<file path="src/rtl/timer_intr_peripheral.sv">
// Memory-mapped interval timer with a held level interrupt for the single-cycle CPU data bus.
// Optional programmable prescaler register enabled by defining TIMER_PRESCALE_EN.
module timer_intr_peripheral #(
  parameter logic [31:0] BASE_ADDR = 32'h0000_8000,
  parameter int unsigned PRESCALE  = 16
) (
  input  logic        clock,
  input  logic        reset,
  input  logic [31:0] m_addr,
  input  logic [31:0] d_t_mem,
  input  logic        wmem,
  input  logic        rmem,
  output logic        sel,
  output logic [31:0] rdata,
  output logic        intr0
);

  localparam int unsigned DW = 32;
  localparam int unsigned PW = 16;
  localparam logic [2:0] OFF_CTRL   = 3'd0;
  localparam logic [2:0] OFF_LOAD   = 3'd1;
  localparam logic [2:0] OFF_COUNT  = 3'd2;
  localparam logic [2:0] OFF_STATUS = 3'd3;
  localparam logic [2:0] OFF_PRESC  = 3'd4;

  logic          en_q, auto_q, irq_en_q, pending_q;
  logic [DW-1:0] load_q, count_q;
  logic [PW-1:0] pcnt_q;
  logic          en_d, auto_d, irq_en_d, pending_d;
  logic [DW-1:0] load_d, count_d;
  logic [PW-1:0] pcnt_d;
  logic [PW-1:0] div;
  logic [2:0]    off;
  logic          wr, tick, expire;
  logic          addr_unused;

  assign sel         = (m_addr[31:5] == BASE_ADDR[31:5]);
  assign off         = m_addr[4:2];
  assign wr          = wmem & sel;
  assign addr_unused = ^m_addr[1:0];

`ifdef TIMER_PRESCALE_EN
  logic [PW-1:0] presc_q, presc_d;
  // A programmed divider of 0 behaves as divide-by-1.
  assign div = (presc_q == '0) ? PW'(1) : presc_q;
`else
  localparam logic [PW-1:0] PRESC_FIXED = PW'(PRESCALE);
  assign div = PRESC_FIXED;
`endif

  assign tick   = en_q && (pcnt_q == div - PW'(1));
  assign expire = tick && (count_q == '0);

  // Next-state: timer progress first, then bus writes override.
  always_comb begin
    en_d      = en_q;
    auto_d    = auto_q;
    irq_en_d  = irq_en_q;
    load_d    = load_q;
    count_d   = count_q;
    pcnt_d    = (!en_q || tick) ? '0 : pcnt_q + PW'(1);
`ifdef TIMER_PRESCALE_EN
    presc_d   = presc_q;
`endif
    if (tick) begin
      if (count_q == '0) begin
        if (auto_q) count_d = load_q;
        else        en_d    = 1'b0;
      end else begin
        count_d = count_q - DW'(1);
      end
    end
    if (wr) begin
      case (off)
        OFF_CTRL: begin
          en_d     = d_t_mem[0];
          auto_d   = d_t_mem[1];
          irq_en_d = d_t_mem[2];
          if (d_t_mem[0] && !en_q) pcnt_d = '0;
        end
        OFF_LOAD:  load_d  = d_t_mem;
        OFF_COUNT: count_d = d_t_mem;
`ifdef TIMER_PRESCALE_EN
        OFF_PRESC: begin
          presc_d = d_t_mem[PW-1:0];
          pcnt_d  = '0;
        end
`endif
        default: ;
      endcase
    end
    // An expiry in the same cycle as a W1C keeps pending set.
    pending_d = (pending_q & ~(wr && (off == OFF_STATUS) && d_t_mem[0])) | expire;
  end

  always_ff @(posedge clock or posedge reset) begin
    if (reset) begin
      en_q      <= 1'b0;
      auto_q    <= 1'b0;
      irq_en_q  <= 1'b0;
      load_q    <= '0;
      count_q   <= '0;
      pcnt_q    <= '0;
      pending_q <= 1'b0;
      intr0     <= 1'b0;
`ifdef TIMER_PRESCALE_EN
      presc_q   <= PW'(PRESCALE);
`endif
    end else begin
      en_q      <= en_d;
      auto_q    <= auto_d;
      irq_en_q  <= irq_en_d;
      load_q    <= load_d;
      count_q   <= count_d;
      pcnt_q    <= pcnt_d;
      pending_q <= pending_d;
      intr0     <= pending_d & irq_en_d;
`ifdef TIMER_PRESCALE_EN
      presc_q   <= presc_d;
`endif
    end
  end

  // Combinational read so the CPU sees data in the same cycle.
  always_comb begin
    rdata = '0;
    if (rmem && sel) begin
      case (off)
        OFF_CTRL:   rdata = {29'd0, irq_en_q, auto_q, en_q};
        OFF_LOAD:   rdata = load_q;
        OFF_COUNT:  rdata = count_q;
        OFF_STATUS: rdata = {31'd0, pending_q};
`ifdef TIMER_PRESCALE_EN
        OFF_PRESC:  rdata = {16'd0, presc_q};
`endif
        default:    rdata = '0;
      endcase
    end
  end

endmodule

</file>
<file path="config.mk">
export PLATFORM = sky130hd
export DESIGN_NAME = timer_intr_peripheral
export DESIGN_NICKNAME = d
export VERILOG_FILES = /design/src/rtl/timer_intr_peripheral.sv
export SDC_FILE = /design/constraint.sdc
export NUM_CORES = 1
export LEC_CHECK = 0
export ABC_AREA = 1
export CORE_ASPECT_RATIO = 1.75
export CORE_MARGIN = 5
export CORE_UTILIZATION = 50
export CTS_CLUSTER_SIZE = 25
export DETAILED_ROUTE_END_ITERATION = 12
export HOLD_SLACK_MARGIN = 0.1
export PLACE_DENSITY = 0.82
export REMOVE_ABC_BUFFERS = 1
export SYNTH_ARGS = -nofsm -noshare
export SYNTH_HDL_FRONTEND = slang
export SYNTH_SLANG_ARGS = --single-unit
</file>
<file path="constraint.sdc">
create_clock -name clock -period 3.4 [get_ports clock]
set_input_delay 0.68 -clock clock [delete_from_list [all_inputs] [get_ports clock]]
set_output_delay 0.68 -clock clock [all_outputs]
set_load 0.005 [all_outputs]
</file>
==> impl.org <==
** Drt
- Across all layers, the routed design uses approximately 6,700 vias.
- Vias per cell :: 5.169
- TritonRoute pass-1 iters :: 5
- Routed wire per std cell :: 13.93 µm
- The routed design has 17,930 µm of wire.
- After detailed routing, the number of remaining DRC violations is 0.
- Antenna Violating Nets Remaining :: 0
- Starting DRC count in detailed routing :: 311

** Setup path
- For flop-to-flop paths, the worst setup slack is about 1.2 ns.
- Startpoint of the worst register-to-register path :: count_q[12]$_DFF_PP0_
- Type of origin of the critical path :: primary input
- For this run, the slowest stage of the critical path takes 0.55 ns.
- Depth of the worst register-to-register path :: 13
- Crit Path Max Fanout :: 32
- CP Capture Type :: primary output
- Data arrival time at the worst-slack endpoint :: 2.67 ns
- Data required time of the critical path :: 2.72 ns
- Traced cell by cell, the critical path runs through clkdlybuf4s50_1 -> nor2_1 -> nand2_1 -> nor2_1 -> nand2_1 -> nor2_2 -> nand3b_1 -> buf_12 -> a21oi_1 -> clkdlybuf4s50_1.
- Reg2reg end :: count_q[11]$_DFF_PP0_
- Path type of the worst setup path :: primary input to primary output
- Critical Path Slowest Stage Cell :: sky130_fd_sc_hd__clkdlybuf4s50_1

** Synth
- Sequential share of the synthesized area :: 33.85%
- Seq cells post-synth :: 85
- Top cells by instance count after synthesis :: sky130_fd_sc_hd__nand2_1, sky130_fd_sc_hd__nor2_1, sky130_fd_sc_hd__inv_1, sky130_fd_sc_hd__dfrtp_1, sky130_fd_sc_hd__nand3_1
- Of all flip-flops after synthesis, the portion carrying an async set or reset was 100.0%.
- The most used flip-flop cell after synthesis is sky130_fd_sc_hd__dfrtp_1.
- Yosys printed 0 warnings.
- Number of flops mapped to enable cells by yosys :: 0
- Dominant cells by area after synthesis :: sky130_fd_sc_hd__dfrtp_1, sky130_fd_sc_hd__nand2_1, sky130_fd_sc_hd__nor2_1, sky130_fd_sc_hd__inv_1, sky130_fd_sc_hd__nand3_1
- Average cell area after synthesis :: 6.112 µm²
- Synthesized area :: 0.006284 mm²
- Synthesis produced 1,028 cells.
- Top-count cell post-synth :: sky130_fd_sc_hd__nand2_1
- Of the post-synthesis cell area, the dominant cell type holds 33.85%.
- sky130_fd_sc_hd__dfrtp_1 takes more of the synthesized area than any other cell.
- Netlist cell types :: 33

** Final layout
- The layout has 1,188 filler cells.
- The post-route netlist has ~6.1% of its cells at a drive strength greater than 1.
- The sequential cells in the finished layout cover a total of approximately 0.0021 mm².
- ANT cells :: 0
- Utilization of the core after routing :: 63.37%
- Final Net Count :: 1,185
- The multi-input combinational cells in the finished layout cover a total of 0.003610 mm².
- Leaving out filler cells and counting taps, the final layout contains 1,287.
- Compared with the post-synthesis result, the final layout area differs by 25.37%.

** STA
- The clock arrives with between 0.01 and 0.015 ns of skew.
- The worst path meets setup with approximately 0.046 ns of slack.
- For the pin with the worst max-slew slack, the measured transition is ~0.77 ns.
- The worst path uses 98.64% of the clock period.
- RSZ-0062 raised after global routing :: true
- The number of slew-limit violations in the final report was 0.
- Highest Clock Rate :: around 0.3 GHz
- Setup violations remaining at the end of the flow were counted as 0.
- Hold timing on the final database bottoms out at a slack of 0.4739 ns.
- Endpoints failing hold :: 0
- Headroom to the max-slew limit came out at approximately half.
- Post-layout min period :: 3.354 ns

** Outcome
- Result of the run :: completed

** Power and ir drop
- Leakage power figure :: between 3 and 4 nW
- The design draws 0.002260 W.
- Pwr Density :: between 200 and 300 mW/mm²
- The worst-case IR drop observed on VDD is between 200 and 250 µV.

** Floorplan
- The die is 94.74 µm wide.
- Ports placed on the boundary :: 102
- Core area :: roughly 0.012 mm²
- Area enclosed by the die boundary :: 0.01500 mm²
- Number of placement rows :: 54
- Effective utilization at floorplan :: 50.54%
- The die is 158.3 µm tall.

** GRT
- GRT Total Usage :: 25.41%
- The first global-routing pass estimated between 30,000 and 40,000 µm of wire.
- Entering global routing, the biggest net connects 60 pins.
- Number of antenna violations at the first check in global routing :: 0
- Overflow after GRT :: 0
- Vias in the first global route :: about 6,700

** Job
- The tool flagged a number of max-cap violations equal to 0.

** Worst hold path
- The tightest min-delay check is of the flip-flop to flip-flop type.
- Worst hold start :: pcnt_q[0]$_DFF_PP0_
- For hold timing, the worst endpoint is pcnt_q[0]$_DFF_PP0_.
- Worst Hold Path Cells :: 1

** Clocking
- Hold Buf Count CTS :: 0
- Number of clock sinks :: 85
- Clock Pin Slew Worst Setup and Hold Paths :: 0.07 ns
- Gates resized during post-CTS repair numbered 0.
- Number of H-tree levels :: 3
- Post-CTS setup repair buffer count :: 0
- The clock passes through at most 2 buffers.
- In this run, CTS created clock tree buffers numbering 9.
- In this run the clock root is driven by a sky130_fd_sc_hd__clkbuf_16.
- CTS tree :: yes
- For the worst-skew pair, the clock arrives at the later sink with an insertion delay of 0.35 ns.

** Place
- Routability-driven placement finished with a final weighted congestion of 0.9464.
- Count of buffers inserted at the top-level ports :: between 90 and 100
- DP Worst Slack :: 0.03825 ns
- Instance count after placement with tap cells included :: 1,271
- The wire-length estimate of the detail-placed layout is 13,410 µm.
[per-stage QoR]
| step | TNS (ns) | area, µm² |
|---|---|---|
| global route | -0.8933 | 7878 |
| detailed placement | 0 | 7485 |
| finish | 0 | 7878 |
| floorplan | -19.32 | 6066 |
| global placement | 0 | 7485 |
| CTS | 0 | 7816 |
[worst max-delay path, delay by kind of cell]
kind / cells / cell delay (ns)
AOI/OAI and AO/OA: 1 / 0.22
buffers and inverters: 3 / 1.17
and+or+nand+nor: 6 / 0.58
[cell type report]
type,instances,share of cell area (%)
multi-input combinational,810,45.82
sequential,85,27.00
timing repair buffer,117,15.95
inverter,91,4.352
clock buffer,9,2.859
tap,168,2.668
clock inverter,7,1.350
[where the power goes]
part	switching (W)	internal [W]
Clock	0.000441	0.000655
Combinational	0.0000694	0.0000838
Sequential	0.0000000000316	0.00101
[kinds of logic (layout without fill, tap and decap cells)]
kind of cell,count (synthesis),count (layout),share of synthesized area (%)
and+or+nand+nor,662,662,43.51
buffers and inverters,133,224,8.901
AOI/OAI and AO/OA,126,126,10.49
DFF,85,85,33.85
xor gates and xnor gates,19,19,2.648
adders and majority gates,3,3,0.5974
[layout by cell type (no fill, tap or decap), drive strengths merged]
| cell type | instances |
|---|---|
| dfrtp | 85 |
| bufinv | 2 |
| nor4 | 2 |
| nor3b | 1 |
| inv | 92 |
| clkdlybuf4s50 | 77 |
| o21bai | 1 |
| ha | 3 |
| nor3 | 13 |
| a21oi | 56 |
| o21ai | 62 |
| o21a | 2 |
| o31ai | 1 |
| nor2 | 140 |
| nand3 | 66 |
| dlymetal6s2s | 22 |
| nand2 | 429 |
| nand4 | 10 |
| buf | 18 |
| a41oi | 1 |
| clkbuf | 9 |
| xnor2 | 1 |
| a31oi | 3 |
| xor2 | 18 |
| clkinv | 4 |
| nand3b | 1 |
[sequential cells by signal, summed over array words and instances (netlist names)]
register,cells
irq_en_q,1
pending_q,1
en_q,1
auto_q,1
intr0,1
count_q,32
pcnt_q,16
load_q,32
[per-layer routing]
metal,global-route usage (%),vias up,wire [µm]
met2,46.60,193,9773
met5,0,-,0
met1,29.13,3024,6862
met4,12.25,0,612
met3,2.317,46,681
li1,-,3390,-
[how the worst max path moves through the flow]
stage / start / endpoint / slack [ns]
3_5_place_dp: m_addr[18] / rdata[15] / 0.04
6_report: m_addr[18] / rdata[15] / 0.05
2_1_floorplan: m_addr[3] / load_q[0]$_DFFE_PP0P_ / -0.59
3_3_place_gp: m_addr[24] / rdata[15] / 0.07
5_1_grt: m_addr[24] / rdata[16] / -0.14
4_1_cts: m_addr[18] / rdata[15] / 0.04
No activity file was read; power rests on OpenSTA's default activity.
